==> src/rtl/regfile_dbg_pkg.sv <==
// Shared types and sizes for the register-file debug scan reader.
package regfile_dbg_pkg;

   typedef enum logic [1:0] {IDLE, READ, HOLD, DONE} scan_state_t;

   localparam int REGFILE_NUM_REGS = 32;
   localparam int REGFILE_ADDR_W   = 5;
   localparam int REGFILE_DATA_W   = 32;

endpackage

==> src/rtl/regfile_shadow_mem.sv <==
// Shadow copy of the last emitted register values; one posedge write port, one combinational read port.
module regfile_shadow_mem
   import regfile_dbg_pkg::*;
#(
   parameter int NUM_REGS = REGFILE_NUM_REGS,
   parameter int ADDR_W   = REGFILE_ADDR_W,
   parameter int DATA_W   = REGFILE_DATA_W
) (
   input  logic              i_clk,
   input  logic              i_we,
   input  logic [ADDR_W-1:0] i_waddr,
   input  logic [DATA_W-1:0] i_wdata,
   input  logic [ADDR_W-1:0] i_raddr,
   output logic [DATA_W-1:0] o_rdata
);

   // No reset: the parent's shadow-valid flag decides whether contents mean anything.
   logic [DATA_W-1:0] r_mem [NUM_REGS];

   always_ff @(posedge i_clk) begin
      if (i_we) begin
         r_mem[i_waddr] <= i_wdata;
      end
   end

   assign o_rdata = r_mem[i_raddr];

endmodule

==> src/rtl/regfile_scan_reader.sv <==
// Walks the register file through read port 3 and streams {addr,data} beats on valid/ready.
//  state | meaning
//  IDLE  | waiting for start; addr parked at 0
//  READ  | sample rd3 for addr, decide emit or skip
//  HOLD  | beat presented, waiting for out_ready
//  DONE  | one-cycle completion pulse, shadow becomes valid
module regfile_scan_reader
   import regfile_dbg_pkg::*;
#(
   parameter int NUM_REGS = REGFILE_NUM_REGS,
   parameter int ADDR_W   = REGFILE_ADDR_W,
   parameter int DATA_W   = REGFILE_DATA_W
) (
   input  logic              i_clk,
   input  logic              i_reset,
   input  logic              i_start,
   input  logic              i_changed_only,
   output logic [ADDR_W-1:0] o_ra3,
   input  logic [DATA_W-1:0] i_rd3,
   output logic              o_out_valid,
   input  logic              i_out_ready,
   output logic [ADDR_W-1:0] o_out_addr,
   output logic [DATA_W-1:0] o_out_data,
   output logic              o_busy,
   output logic              o_done,
   output logic [ADDR_W:0]   o_beat_count
);

   scan_state_t       r_state;
   scan_state_t       w_next_state;
   logic [ADDR_W-1:0] r_addr;
   logic              r_mode;
   logic              r_shadow_valid;
   logic              r_out_valid;
   logic [ADDR_W-1:0] r_out_addr;
   logic [DATA_W-1:0] r_out_data;
   logic [ADDR_W:0]   r_beat_count;
   logic [DATA_W-1:0] w_shadow_rdata;
   logic              w_shadow_we;
   logic              w_last;
   logic              w_skip;

   assign w_last = (r_addr == ADDR_W'(NUM_REGS - 1));
   assign w_skip = r_mode & r_shadow_valid & (i_rd3 == w_shadow_rdata);

   regfile_shadow_mem #(
      .NUM_REGS (NUM_REGS),
      .ADDR_W   (ADDR_W),
      .DATA_W   (DATA_W)
   ) u_shadow (
      .i_clk   (i_clk),
      .i_we    (w_shadow_we),
      .i_waddr (r_addr),
      .i_wdata (r_out_data),
      .i_raddr (r_addr),
      .o_rdata (w_shadow_rdata)
   );

   always_ff @(posedge i_clk) begin
      if (!i_reset) begin
         r_state <= IDLE;
      end else begin
         r_state <= w_next_state;
      end
   end

   always_comb begin
      w_next_state = r_state;
      case (r_state)
         IDLE: if (i_start) w_next_state = READ;
         READ: begin
            if (!w_skip)     w_next_state = HOLD;
            else if (w_last) w_next_state = DONE;
         end
         HOLD: if (i_out_ready) w_next_state = w_last ? DONE : READ;
         DONE: w_next_state = IDLE;
         default: w_next_state = IDLE;
      endcase
   end

   always_comb begin
      o_busy      = (r_state != IDLE);
      o_done      = (r_state == DONE);
      w_shadow_we = (r_state == HOLD) & i_out_ready;
   end

   // Datapath: address walk, captured beat, counters and shadow validity.
   always_ff @(posedge i_clk) begin
      if (!i_reset) begin
         r_addr         <= '0;
         r_mode         <= 1'b0;
         r_shadow_valid <= 1'b0;
         r_out_valid    <= 1'b0;
         r_out_addr     <= '0;
         r_out_data     <= '0;
         r_beat_count   <= '0;
      end else begin
         case (r_state)
            IDLE: if (i_start) begin
               r_addr       <= '0;
               r_beat_count <= '0;
               r_mode       <= i_changed_only;
            end
            READ: begin
               if (!w_skip) begin
                  r_out_valid <= 1'b1;
                  r_out_addr  <= r_addr;
                  r_out_data  <= i_rd3;
               end else if (!w_last) begin
                  r_addr <= r_addr + ADDR_W'(1);
               end
            end
            HOLD: if (i_out_ready) begin
               r_out_valid  <= 1'b0;
               r_beat_count <= r_beat_count + (ADDR_W+1)'(1);
               if (!w_last) r_addr <= r_addr + ADDR_W'(1);
            end
            DONE: begin
               r_shadow_valid <= 1'b1;
               r_addr         <= '0;
            end
            default: ;
         endcase
      end
   end

   assign o_ra3        = r_addr;
   assign o_out_valid  = r_out_valid;
   assign o_out_addr   = r_out_addr;
   assign o_out_data   = r_out_data;
   assign o_beat_count = r_beat_count;

endmodule

==> config.mk <==
export PLATFORM = sky130hd
export DESIGN_NAME = regfile_scan_reader
export DESIGN_NICKNAME = d
export VERILOG_FILES = /design/src/rtl/regfile_dbg_pkg.sv /design/src/rtl/regfile_shadow_mem.sv /design/src/rtl/regfile_scan_reader.sv
export SDC_FILE = /design/constraint.sdc
export NUM_CORES = 1
export LEC_CHECK = 0
export CORE_MARGIN = 8
export CORE_UTILIZATION = 35
export CTS_BUF_LIST = sky130_fd_sc_hd__clkbuf_4
export DETAILED_ROUTE_END_ITERATION = 7
export PLACE_DENSITY = 0.55
export SYNTH_ARGS = -nofsm -noshare
export SYNTH_HDL_FRONTEND = slang
export SYNTH_SLANG_ARGS = --single-unit
==> constraint.sdc <==
create_clock -name i_clk -period 4.5 [get_ports i_clk]
set_input_delay 0.9 -clock i_clk [delete_from_list [all_inputs] [get_ports i_clk]]
set_output_delay 0.9 -clock i_clk [all_outputs]
set_load 0.01 [all_outputs]
==> impl_metrics.json, run 1 <==
{
  "status": "completed",
  "ant_nets": 0,
  "routedWlPerCell_um": 27.6,
  "antenna_found_initial": 2,
  "io_pins": 88,
  "grt_pass1_wl_mm": 171,
  "ys_seq_area_share_pct": 75.6,
  "clock-root-buffer": "clkbuf_4",
  "grt_pass1_vias": 23700,
  "clockBufferDepth": 4,
  "drv_slew": 0,
  "syn_avg_cell_area_um2": 19.2,
  "synth_top_area_cell": "edfxtp_1",
  "power_leakage_nw": 15.4,
  "drtIter0Drc": 2590,
  "grt_start_max_net_pins": 55,
  "drc": 0,
  "synth-edff-count": 1024,
  "startpoint_type": "flip-flop",
  "finalSetupTns_ps": 0,
  "async_reset_ff_share_pct": 0,
  "vias": 23300,
  "clk_pin_slew_ps": 70,
  "rsz0062_at_grt": "false",
  "fin_worst_skew_ps": 117,
  "die_y_um": 363,
  "worst_ep_arrival_time_ps": 5330,
  "routed_wl_mm": 121,
  "core.rowCount": 127,
  "die-area_um2": 132000,
  "synth_cell_type_count": 55,
  "synth.cell_area_um2": 42200,
  "place_congestion": 0.800,
  "die_x_um": 363,
  "power_frac_seq_pct": 50.1,
  "syn_nets": 2245,
  "vdd_ir_drop_max_mv": 0.273,
  "netlist_instances": 2198,
  "firstDrtPassIters": 6,
  "syn2layout_area_growth_pct": 17.6,
  "nets": 2622,
  "clkSinkCount": 1082,
  "core-area_um2": 120000,
  "cp_max_fo": 22,
  "cts.htree.levels": 5,
  "ys_ff_latch": 1082,
  "cp-end-kind": "flip-flop",
  "crit_required_ps": 5480,
  "max_freq_mhz": 230,
  "swShare_pct": 26.5,
  "synth.most_common_cell": "edfxtp_1",
  "synth_top_flop_cell": "edfxtp_1",
  "final_hold_viol_count": 0,
  "finalPower_w": 0.0244,
  "hpwlAfterDp_mm": 67.2,
  "p_sw_w": 0.00647,
  "drive_gt1_share_pct": 28.7,
  "p_per_area_nw_per_um2": 492,
  "critPathKind": "flip-flop to flip-flop",
  "synth-warning-count": 0,
  "gr-total-overflow": 0,
  "grtUsageTotal_pct": 18.0,
  "worstMarginPinSlew_ps": 1150,
  "port_buffers": 87,
  "period_share_pct": 96.6,
  "hp-class": "primary input to flip-flop",
  "synth.top_cells.by_count": "1,024 x edfxtp_1, 228 x mux2i_1, 157 x mux4_2",
  "yosysTopAreaCellShare_pct": 72.9,
  "clockPowerShare_pct": 34.4,
  "cts_tree": "done",
  "maxCapViolCount": 0,
  "start_util_pct": 35.2,
  "fin_crit_ps": 4350,
  "relSlewSlack_pct": 23.0,
  "p_int_w": 0.0179,
  "numCtsBuffers": 293,
  "p_comb_share_pct": 15.5,
  "setup_viol": 0,
  "yosys-top-cells-area": "edfxtp_1 73%, mux4_2 8.4%, mux2i_1 5.4%, dfxtp_1 2.8%, a22oi_1 1.7%",
  "fillers": 10700,
  "vias_per_cell": 5.32,
  "clkLatencyLatePin_ps": 1190,
  "post_cts_buffers": 0
}
-- final timing paths --
kind	end	slack, ps	depth (start not counted)	from
max	o_ra3[4]	150	13	flip-flop
min	flip-flop	240	2	i_reset
max reg2reg	o_ra3[4]	150	13	flip-flop
min reg2reg	o_out_addr[0]	460	2	o_out_addr[0]
-- per-layer routing --
metal / part of all wire (%) / vias up / global-route usage (%)
li1: - / 9919 / -
met3: 6.6 / 177 / 3.62
met5: 0 / - / 0
met4: 1.8 / 0 / 5.11
met2: 48 / 961 / 28.8
met1: 43 / 12200 / 24.9
-- state kept, by name (all words and copies together), names as in the netlist, named ones only --
name	count
o_beat_count	6
o_out_valid	1
r_mode	1
o_ra3	5
r_state	2
r_shadow_valid	1
u_shadow.r_mem	1024
o_out_data	32
o_out_addr	5
-- power by group through the flow --
stage | sequential, W | clock, W | combinational, W
after global placement | 0.0124 | 0 | 0.00379
after floorplan | 0.0125 | 0 | 0.00229
after CTS | 0.0122 | 0.00861 | 0.00384
final | 0.0122 | 0.00839 | 0.00378
after global routing | 0.0123 | 0.00914 | 0.00405
after detailed placement | 0.0124 | 0 | 0.00383
-- layout by cell type, fill, tap and decap left out, types with 19 or more instances in the layout --
cell type,count
edfxtp_1,1024
clkbuf_4,430
mux2i_1,228
mux4_2,157
a22oi_1,98
clkdlybuf4s50_1,86
nand3_1,80
nand2_1,75
buf_4,75
dfxtp_1,55
buf_12,42
o21ai_1,40
clkinv_1,39
nor2_4,32
a21oi_1,30
o22ai_1,29
mux2_2,25
xnor2_1,22
nor2_1,19
-- timing repair --
action                                  in CTS  in global routing
endpoints found under the setup margin       3                  3
resized for setup                            1                  1
hold buffers                                 0                  0
hold endpoints to repair                     0                  0
pin swaps                                    0                  0
-- cells by family after synthesis --
logic type	count (synthesis)	share of synthesized area, %
mux	410	14.5
fa+ha+maj	10	0.297
flops	1082	75.6
xor+xnor	33	0.685
compound gates	248	3.99
simple gates	280	3.22
buf+inv	135	1.73
-- critical path: stages (launching register included) --
cell     delay (ps)
dfxtp_4         470
buf_12          230
nor2b_1         730
a22oi_1         260
a21oi_1         220
nor4_1           80
buf_4           140
xnor2_1         180
nand4_1         350
nor4_2          490
buf_4           210
nand2_2         110
o31a_1          430
o211a_1         250
-- area by class of cell --
class	count	area (um2)	share of cell area, %
timing repair buffer	203	2260	4.57
tap	1612	2020	4.07
clock inverter	52	288	0.580
clock buffer	430	3230	6.51
sequential	1082	31900	64.4
multi-input combinational	981	9820	19.8
inverter	14	52.6	0.106
antenna	4	10.0	0.0202
-- metrics by stage --
step                utilization (%)  setup slack [ps]  cells  hold WS [ps]  area, um2
floorplan                         -              1190   2198           437      42200
global placement               38.5              72.1   3892           446      46100
detailed placement             38.5              57.3   3892           450      46100
CTS                            41.4              94.3   4374           111      49600
global route                   41.4              21.8   4377           145      49600
finish                         41.4               152   4378           240      49600
No activity file was read; power rests on OpenSTA's default activity.
==> run 2, diff against run 1 <==
--- a/config.mk
+++ b/config.mk
@@ -5,9 +5,10 @@
 export SDC_FILE = /design/constraint.sdc
 export NUM_CORES = 1
 export LEC_CHECK = 0
-export CORE_MARGIN = 8
+export CORE_MARGIN = 2
 export CORE_UTILIZATION = 35
 export CTS_BUF_LIST = sky130_fd_sc_hd__clkbuf_4
+export CTS_CLUSTER_SIZE = 28
 export DETAILED_ROUTE_END_ITERATION = 7
 export PLACE_DENSITY = 0.55
 export SYNTH_ARGS = -nofsm -noshare
==> run 2 against run 1 <==
Utilization barely moved. Count of clock-buffer cells in the layout fell by 6. Combinational power rose by 5%. Critical path depth fell by 1. Maximum frequency rose by 2.0%. Cell count rose by 0.30%.
==> impl_metrics.json, run 2 (synthesis gave the netlist of run 1 again) <==
{
  "drive_gt1_share_pct": 28.9,
  "core-area_um2": 120000,
  "grtUsageTotal_pct": 19.4,
  "startpoint_type": "flip-flop",
  "die-area_um2": 123000,
  "layout_commonest_cell": "edfxtp_1",
  "pre_cts_ws_ps": -60.5,
  "grt_pass1_vias": 23700,
  "relSlewSlack_pct": 21.5,
  "rsz0062_at_grt": "false",
  "io_pins": 88,
  "crit_required_ps": 5550,
  "final_hold_viol_count": 0,
  "gr-total-overflow": 0,
  "clock-root-buffer": "clkbuf_4",
  "p_per_area_nw_per_um2": 491,
  "vdd_ir_drop_max_mv": 0.247,
  "drc": 0,
  "drv_slew": 0,
  "max_flop_register": "u_shadow.r_mem",
  "ant_nets": 0,
  "setup_ws_ps": 237,
  "setup_viol": 0,
  "grt_start_max_net_pins": 64,
  "cp-end-kind": "flip-flop",
  "firstDrtPassIters": 7,
  "critPathKind": "flip-flop to flip-flop",
  "grt_pass1_wl_mm": 168,
  "path_common_cell": "buf_4",
  "cp_max_fo": 28,
  "period_share_pct": 94.7,
  "clkLatencyLatePin_ps": 1130,
  "die_y_um": 351,
  "syn2layout_area_growth_pct": 17.6,
  "vias": 23300,
  "nets": 2640,
  "mostFrequentLayoutCells": "1,024 x edfxtp_1, 424 x clkbuf_4, 228 x mux2i_1",
  "place_congestion": 0.796,
  "fin_worst_skew_ps": 102,
  "cp_slowest_cell": "nor2b_1",
  "worst_ep_arrival_time_ps": 5310,
  "cts.htree.levels": 5,
  "cpPeakStageDelay_ps": 960,
  "clkSinkCount": 1082,
  "finalSetupTns_ps": 0,
  "crit_chain": "nor2b_1 > a22oi_1 > a21oi_1 > nor4_1 > xnor2_1 > o2111ai_1 > nor4_2 > buf_4 > nand2_2 > o31a_1 > o32ai_1 > buf_4",
  "hp-class": "primary input to flip-flop",
  "numCtsBuffers": 297,
  "routedWlPerCell_um": 27.5,
  "clk_pin_slew_ps": 60,
  "cts_hold_buf": 0,
  "start_util_pct": 35.2,
  "worstMarginPinSlew_ps": 1170,
  "power_leakage_nw": 15.5,
  "antenna_found_initial": 1,
  "fin_crit_ps": 4260,
  "port_buffers": 87,
  "routed_wl_mm": 121,
  "largest_reg_flops": 1024,
  "hpwlAfterDp_mm": 66.4,
  "max_freq_mhz": 235,
  "cts_tree": "done",
  "clockBufferDepth": 4,
  "drtIter0Drc": 2282,
  "maxCapViolCount": 0,
  "vias_per_cell": 5.31,
  "core.rowCount": 127,
  "status": "completed",
  "die_x_um": 351
}
run 2: changes by cell type in the layout (fill, tap and decap cells not counted):
| cell | before | now |
|---|---|---|
| buf_12 | 42 | 40 |
| buf_4 | 75 | 91 |
| bufinv_16 | 3 | 2 |
| clkbuf_4 | 430 | 424 |
| clkinv_1 | 39 | 46 |
| clkinv_2 | 4 | 3 |
| clkinv_4 | 1 | 0 |
| clkinvlp_4 | 1 | 0 |
| diode_2 | 4 | 1 |
| inv_2 | 5 | 10 |
| nor2_1 | 19 | 20 |
| nor2_2 | 2 | 1 |
| nor4_1 | 12 | 11 |
| nor4_2 | 1 | 2 |
run 2: timing repair:
action	in CTS	in global routing
endpoints found under the setup margin	9	5
gates cloned	0	0
gates resized for setup	1	1
endpoints found under the hold margin	0	0
buffers inserted	0	0
run 2: per-layer routing:
| layer | GRT usage [%] | share of wire, % |
|---|---|---|
| met5 | 0 | 0 |
| met4 | 5.66 | 1.8 |
| met3 | 3.96 | 6.7 |
| met2 | 32.6 | 50 |
| met1 | 25.5 | 42 |
run 2: worst max-delay path, delay by kind of cell, from the launching register on:
family	cells	cell delay, ps
AO/OA/AOI/OAI	5	1440
flip-flops	1	530
XOR/XNOR	1	330
buffers and inverters	2	380
AND/OR/NAND/NOR	4	1510
run 2: path summary, 6_finish.rpt:
| check | startpoint | end | slack (ps) | cells after the start |
|---|---|---|---|---|
| worst min-delay path | i_reset | o_out_data[18] | 270 | 3 |
| worst max-delay path | flip-flop | flip-flop | 240 | 12 |
| worst min register to register | o_out_addr[4] | o_out_addr[4] | 450 | 2 |
| worst max register to register | flip-flop | flip-flop | 240 | 12 |
run 2: final cells by class:
type / instances / area [um2]
sequential: 1082 / 31900
timing repair buffer: 217 / 2340
clock inverter: 60 / 282
tap: 1612 / 2020
clock buffer: 424 / 3180
antenna: 1 / 2.50
multi-input combinational: 981 / 9830
fill: 10800 / 70200
inverter: 14 / 52.6
run 2: report_power, final:
group	leakage, nW	internal [W]	total (W)	switching, W
Sequential	9.91	0.0118	0.0121	0.000328
Combinational	3.46	0.00167	0.00396	0.00229
Clock	2.10	0.00440	0.00827	0.00387
Total	15.5	0.0179	0.0243	0.00649
run 2: stage by stage:
stage	instance area, um2	util (%)	total power, W	hold slack [ps]	cells
final	49600	41.4	0.0243	270	4391
after global routing	49600	41.4	0.0254	204	4391
after CTS	49600	41.4	0.0246	124	4390
after detailed placement	46200	38.5	0.0163	445	3906
after global placement	46200	38.5	0.0163	440	3906
after floorplan	42200	-	0.0147	437	2198
